==> config.mk <==
export PLATFORM = sky130hd
export DESIGN_NAME = fifo_sync_wconv
export DESIGN_NICKNAME = d
export VERILOG_FILES = /design/src/rtl/fifo_sync_wconv.sv
export SDC_FILE = /design/constraint.sdc
export NUM_CORES = 1
export LEC_CHECK = 0
export CAP_MARGIN = 15
export CORE_UTILIZATION = 65
export CTS_BUF_LIST = sky130_fd_sc_hd__clkbuf_4 sky130_fd_sc_hd__clkbuf_8
export DETAILED_ROUTE_END_ITERATION = 6
export PLACE_DENSITY = 0.86
export REMOVE_ABC_BUFFERS = 1
export SETUP_SLACK_MARGIN = 0.15
export SYNTH_ARGS = -nofsm -noshare
export SYNTH_HDL_FRONTEND = slang
export SYNTH_SLANG_ARGS = --single-unit
export TNS_END_PERCENT = 20
==> constraint.sdc <==
create_clock -name CLK -period 7.6 [get_ports CLK]
set_input_delay 1.9 -clock CLK [delete_from_list [all_inputs] [get_ports CLK]]
set_output_delay 1.9 -clock CLK [all_outputs]
set_load 0.03 [all_outputs]
==> src/rtl/fifo_sync_wconv.sv <==
// fifo_sync_wconv: single-clock FIFO with asymmetric write/read widths; storage and pointers in narrow-word units.
// Optional macro FIFO_WCONV_FWFT_EN selects first-word-fall-through reads; default is a registered Q with 1-cycle latency.
module fifo_sync_wconv #(
    parameter int DWI      = 4,
    parameter int DWO      = 16,
    parameter int DEPTH    = 32,
    parameter int AF_LEVEL = 24
) (
    input  logic                         CLK,
    input  logic                         RST_N,
    input  logic                         WR_EN,
    input  logic [DWI-1:0]               D,
    output logic                         WR_FULL,
    output logic                         WR_ALMOST_FULL,
    output logic                         OVERFLOW,
    input  logic                         RD_EN,
    output logic [DWO-1:0]               Q,
    output logic                         Q_VALID,
    output logic                         RD_EMPTY,
    output logic                         UNDERFLOW,
    output logic [$clog2(DEPTH):0]       LEVEL
);
    localparam int DWN = (DWI < DWO) ? DWI : DWO;
    localparam int NI  = DWI / DWN;
    localparam int NO  = DWO / DWN;
    localparam int AW  = $clog2(DEPTH);

    localparam logic [AW:0] DEPTH_C = (AW+1)'(DEPTH);
    localparam logic [AW:0] NI_C    = (AW+1)'(NI);
    localparam logic [AW:0] NO_C    = (AW+1)'(NO);
    localparam logic [AW:0] AF_C    = (AW+1)'(AF_LEVEL);

    logic [DWN-1:0] mem [DEPTH];

    logic [AW:0]    wr_ptr;
    logic [AW:0]    rd_ptr;
    logic [AW:0]    level_q;
    logic           wr_full_q;
    logic           rd_empty_q;
    logic           af_q;
    logic           ovf_q;
    logic           udf_q;

    logic           wr_acc;
    logic           rd_acc;
    logic [AW:0]    wr_ptr_nxt;
    logic [AW:0]    rd_ptr_nxt;
    logic [AW:0]    level_nxt;
    logic [DWO-1:0] rd_word;

    // Both requests are qualified against the flags as they stand before the edge.
    assign wr_acc     = WR_EN && !wr_full_q;
    assign rd_acc     = RD_EN && !rd_empty_q;
    assign wr_ptr_nxt = wr_acc ? (wr_ptr + NI_C) : wr_ptr;
    assign rd_ptr_nxt = rd_acc ? (rd_ptr + NO_C) : rd_ptr;
    assign level_nxt  = wr_ptr_nxt - rd_ptr_nxt;

    // Oldest narrow word lands in the least-significant slice of the read word.
    always_comb begin
        rd_word = '0;
        for (int i = 0; i < NO; i++) begin
            rd_word[i*DWN +: DWN] = mem[rd_ptr[AW-1:0] + AW'(i)];
        end
    end

    always_ff @(posedge CLK) begin
        if (wr_acc) begin
            for (int i = 0; i < NI; i++) begin
                mem[wr_ptr[AW-1:0] + AW'(i)] <= D[i*DWN +: DWN];
            end
        end
    end

    always_ff @(posedge CLK or negedge RST_N) begin
        if (!RST_N) begin
            wr_ptr     <= '0;
            rd_ptr     <= '0;
            level_q    <= '0;
            wr_full_q  <= 1'b0;
            rd_empty_q <= 1'b1;
            af_q       <= 1'b0;
            ovf_q      <= 1'b0;
            udf_q      <= 1'b0;
        end else begin
            wr_ptr     <= wr_ptr_nxt;
            rd_ptr     <= rd_ptr_nxt;
            level_q    <= level_nxt;
            wr_full_q  <= (DEPTH_C - level_nxt) < NI_C;
            rd_empty_q <= level_nxt < NO_C;
            af_q       <= level_nxt >= AF_C;
            ovf_q      <= WR_EN && wr_full_q;
            udf_q      <= RD_EN && rd_empty_q;
        end
    end

    assign WR_FULL        = wr_full_q;
    assign WR_ALMOST_FULL = af_q;
    assign OVERFLOW       = ovf_q;
    assign RD_EMPTY       = rd_empty_q;
    assign UNDERFLOW      = udf_q;
    assign LEVEL          = level_q;

`ifdef FIFO_WCONV_FWFT_EN
    assign Q       = rd_word;
    assign Q_VALID = !rd_empty_q;
`else
    logic [DWO-1:0] q_p1;
    logic           vld_p1;

    // Read stage p1: Q holds its value across rejected or idle cycles.
    always_ff @(posedge CLK or negedge RST_N) begin
        if (!RST_N) begin
            q_p1   <= '0;
            vld_p1 <= 1'b0;
        end else begin
            vld_p1 <= rd_acc;
            if (rd_acc) begin
                q_p1 <= rd_word;
            end
        end
    end

    assign Q       = q_p1;
    assign Q_VALID = vld_p1;
`endif

endmodule
# Word level (Yosys, flattened, before mapping)
# Memories as Yosys holds them, arrays and structs flattened. A register that Yosys moved wholly into a read port is not among the register bits.
# Index checks and enable logic that the tools add are counted.
[totals] memories=1 romBits=0 ram_bits=128 latchBits=0 inputBits=8 reg_bits=24
[mem_list] memory="mem" words=32 word_bits=4 rd=4 rd_ports_with_merged_regs=4 wr=1 line="33" rtl="logic [DWN-1:0] mem [DEPTH];"
[classes] n_bitwise=0 addsub=7 n_reduce_logical=10 muxes=4 n_div=0 magnitude_cmp=3 shifts=0 multipliers=0 n_eq_ne=0
[op_table] operator="$mux 6" count=2
[op_table] operator="$add 5x2->5 const B" count=2
[op_table] operator="$add 6x1->6 const B" count=1
[op_table] operator="$add 6x3->6 const B" count=1
[op_table] operator="$ge 6x5->1 const B" count=1
[op_table] operator="$logic_not 1->1" count=6
[op_table] operator="$lt 6x1->1 const B" count=1
[op_table] operator="$lt 6x3->1 const B" count=1
[op_table] operator="$sub 6x6->6" count=1
[op_table] operator="$sub 6x6->6 const A" count=1
[op_table] operator="$add 5x1->5 const B" count=1
[op_table] operator="$logic_and 1x1->1" count=4
[op_table] operator="$mux 1" count=2

# Logic depth before layout (Yosys ltp)
[logic_depth] depth_word=6 ltp_mapped=12 ltp_nobuf=11

# Least setup slack after synthesis
# Ideal clock, no wire load.
[synth_timing] kind="input-to-reg" from="input port WR_EN" to="register af_q, in the netlist WR_ALMOST_FULL" stages=12 path_slack_ns=3.624 arrival_time_ns=3.858 path_cell_list="nor2b_1 -> clkbuf_1 -> nand2_1 -> clkbuf_1 -> o21ai_0 -> o21ai_0 -> ha_1 -> nand2_1 -> nor2_1 -> a211oi_1 -> xnor3_1 -> a21o_1"
[synth_between] elab_chain_cells=4
[synth_rtl] element="from (decl)" line="11" rtl="input logic WR_EN,"
[synth_rtl] element="$logic_and 1x1->1" line="52" rtl="assign wr_acc = WR_EN && !wr_full_q;"
[synth_rtl] element="$mux 6" line="54" rtl="assign wr_ptr_nxt = wr_acc ? (wr_ptr + NI_C) : wr_ptr;"
[synth_rtl] element="net wr_ptr_nxt[4]" line="46" rtl="logic [AW:0] wr_ptr_nxt;"
[synth_rtl] element="$sub 6x6->6" line="56" rtl="assign level_nxt = wr_ptr_nxt - rd_ptr_nxt;"
[synth_rtl] element="net level_nxt[5]" line="48" rtl="logic [AW:0] level_nxt;"
[synth_rtl] element="$ge 6x5->1" line="90" rtl="af_q <= level_nxt >= AF_C;"
[synth_rtl] element="to (signal assigned)" line="81" rtl="af_q <= 1'b0;"
[synth_rtl] element="to (signal assigned)" line="90"
[synth_rtl] element="to (decl)" line="40" rtl="logic af_q;"
# The timed path passes the listed nets, and every way through them passes these cells.

# Worst setup path after layout
# Ends and elaborated chain as after synthesis.

==> qor.txt <==
Max Cap Viol: 0
row count: 36
commonest non-fill, non-tap cell in the layout: edfxtp_1
Area contributors post-synth: edfxtp_1 (59%), dfrtp_1 (13%), mux4_2 (11%)
Clock transition at path regs: 80 ps
drt first pass iters: 4
Antenna Violating Nets Remaining: 0
H-tree depth: 4
antenna violations before repair: 0
top_reg_cell synth: edfxtp_1
met1 Use GR: 33.1%
CP Capture Type: flop
CTS Sinks: 164
Initial Util: 67.1%
Yosys warnings: 0
met3 GRT Util: 6.09%
hpwl dp: 7000 µm
Longest Clk Path Bufs: 2
Min Clock Period, post-route: 4470 ps
number of remaining DRC errors: 0
Hold Crit Class: reg -> reg
crit-path cells: clkdlybuf4s50_1 -> nor2b_1 -> nand2_1 -> o21ai_0 -> o21ai_0 -> ha_1 -> nand2_1 -> nor2_1 -> a211oi_1 -> xnor3_1 -> a21o_1
Reg power frac: 44.1%
Syn Inst Count: 365
largest net degree at the start of global routing: 37
Hold Buf Count CTS: 0
sw frac: 33.5%
Synth top area share: 58.9%
cell area after synthesis: 6520 µm²
Required @ worst endpoint: 7940 ps
Final period util: 58.8%
multi-input logic area: 1610 µm²
simple-gate share of the synthesized area: 6.04%
synthesized area per cell: 17.9 µm²
post-synthesis async set-or-reset flop share: 22.0%
Final Max Tran Viols: 0
number of nets in the layout: 418
FMAX: 0.224 GHz
core area: 9730 µm²
post-synthesis register bit count: 164
status: finished clean
CP max stage cell: clkdlybuf4s50_1
GRT busiest layer: met2
design area: 7350 µm²
RSZ-0062 raised after global routing: no
CTS tree: yes
final setup vio count: 0
Reg area: 4750 µm²
synthesis-to-layout area growth: 12.6%
PortBufs: 35
hold_ws: 479 ps
Clock Latency Late Sink: 440 ps
EDFF count, synth: 128
WL final: 11300 µm
Clock Power Share: 22.3%
clock skew: 9.82 ps
root buf cell: clkbuf_8
Die H: 102 µm
GPL Wtd Cong: 0.761
Synth Area in Compound Gates: 1.69%
area of the die: 10400 µm²
max_slew headroom: 22.3%
mux contribution to synthesized area: 13.5%
critical path launch point type: primary input
largest fanout on the critical path: 11
placed inst area: 6930 µm²
fillcell total: 588
Pint: 1.88 mW
# resized after CTS: 0
CP arrival: 4810 ps
total track usage: 24.4%
Distinct cells, synth: 37
Logic pwr share: 33.5%
net switching power: 0.948 mW
WL/cell: 20.6 µm
Slew @ Worst Pin: 1160 ps
final hold violation count: 0
total grt overflow: 0
family with the most delay on the worst path: simple AND/OR/NAND/NOR gates
vias in the first global route: 3292
buffers and inverters on the worst path: 1
share of the yosys chip area belonging to registers: 72.7%
post-synthesis xor/xnor area fraction: 1.65%
Ant. Diodes: 0
Final TNS setup: 0 ps
Worst path max stage delay: 530 ps
io pins: 36
DRT iter0 DRCs: 226
share of layout cells above drive strength 1: 18.8%
post-CTS setup repair buffer count: 0
vias: 3216
biggest area consumer among synthesized cells: edfxtp_1
Max VDD drop: 0.263 mV
met2 layer usage reported by global route: 38.3%
largest family of logic cells by synthesized area: multiplexers
fin util: 75.5%
commonest non-fill, non-tap cells in the layout: edfxtp_1 (128), nor2_1 (36), clkdlybuf4s50_1 (34)
CTS buffer count: 17
vias per cell: 5.88
first-pass GRT wire length: 17300 µm
Adder-Cell Fraction of Synth Area: 1.84%
LEAKAGE: 2.59 nW
PwrDens: 385 nW/µm²
critical path type: in -> reg
Die Wd: 102 µm
==> final timing paths <==
path,endpoint,startpoint,slack [ps],cells after the start
max reg2reg,WR_ALMOST_FULL,WR_FULL,4740,10
max,WR_ALMOST_FULL,WR_EN,3130,11
min,Q[11],Q[11],480,2
min reg2reg,Q[11],Q[11],480,2
max in group asynchronous,rd_ptr[2],RST_N,5430,1
min in group asynchronous,Q[3],RST_N,1560,1
==> tightest hold or removal path, cell delays in order (launching register included) <==
cell     delay, ps
dfrtp_1        340
nand2_1         40
o21ai_0         60
==> synthesized netlist by cell type (all sizes together) (2+ instances only) <==
cell and count:
o21ai 19, mux4 32, inv 11, nor2 37
xor2 3, edfxtp 128, dfrtp 35, nand3b 2
and2 2, buf 14, ha 8, nand4 2
xnor2 5, clkbuf 7, mux2i 16, nor2b 2
nand2 29
==> cell type report <==
| type | count | share of cell area (%) |
|---|---|---|
| Sequential cell | 164 | 64.6 |
| Timing Repair Buffer | 38 | 5.11 |
| Multi-Input combinational cell | 169 | 22.0 |
| Clock buffer | 21 | 3.59 |
| Inverter | 11 | 0.596 |
| Clock inverter | 11 | 1.86 |
| Tap cell | 133 | 2.26 |
==> sequential cells by signal (all words and copies together) (netlist names) <==
register and count:
Q 16, Q_VALID 1, WR_FULL 1, LEVEL 6, RD_EMPTY 1, wr_ptr 4, UNDERFLOW 1, OVERFLOW 1
rd_ptr 4, WR_ALMOST_FULL 1, mem 128
==> power by group through the flow <==
stage | registers (mW) | clock network, mW | logic, mW
2_1_floorplan | 1.40 | 0 | 0.493
3_3_place_gp | 1.26 | 0 | 0.919
3_5_place_dp | 1.27 | 0 | 0.951
4_1_cts | 1.25 | 0.633 | 0.959
5_1_grt | 1.27 | 0.669 | 1.02
6_report | 1.25 | 0.632 | 0.948
==> stage by stage <==
| stage | std cells | worst slack, ps | power (mW) |
|---|---|---|---|
| 2_1_floorplan | 344 | 3600 | 1.89 |
| 3_3_place_gp | 514 | 2830 | 2.18 |
| 3_5_place_dp | 514 | 2650 | 2.22 |
| 4_1_cts | 546 | 3110 | 2.84 |
| 5_1_grt | 547 | 2740 | 2.96 |
| 6_report | 547 | 3130 | 2.83 |
==> per-layer routing <==
layer	wire, µm	vias up	part of all wire (%)
met1	4500	1624	40
met3	705	24	6.3
met2	5820	130	52
met4	248	0	2.2
met5	0	-	0
li1	-	1438	-
==> cells by family after synthesis <==
group,count (synthesis)
flops,164
simple gates,82
mux,48
buf+inv,32
compound gates,21
xor+xnor,9
fa+ha+maj,9
(Power assumes the default switching activity.)
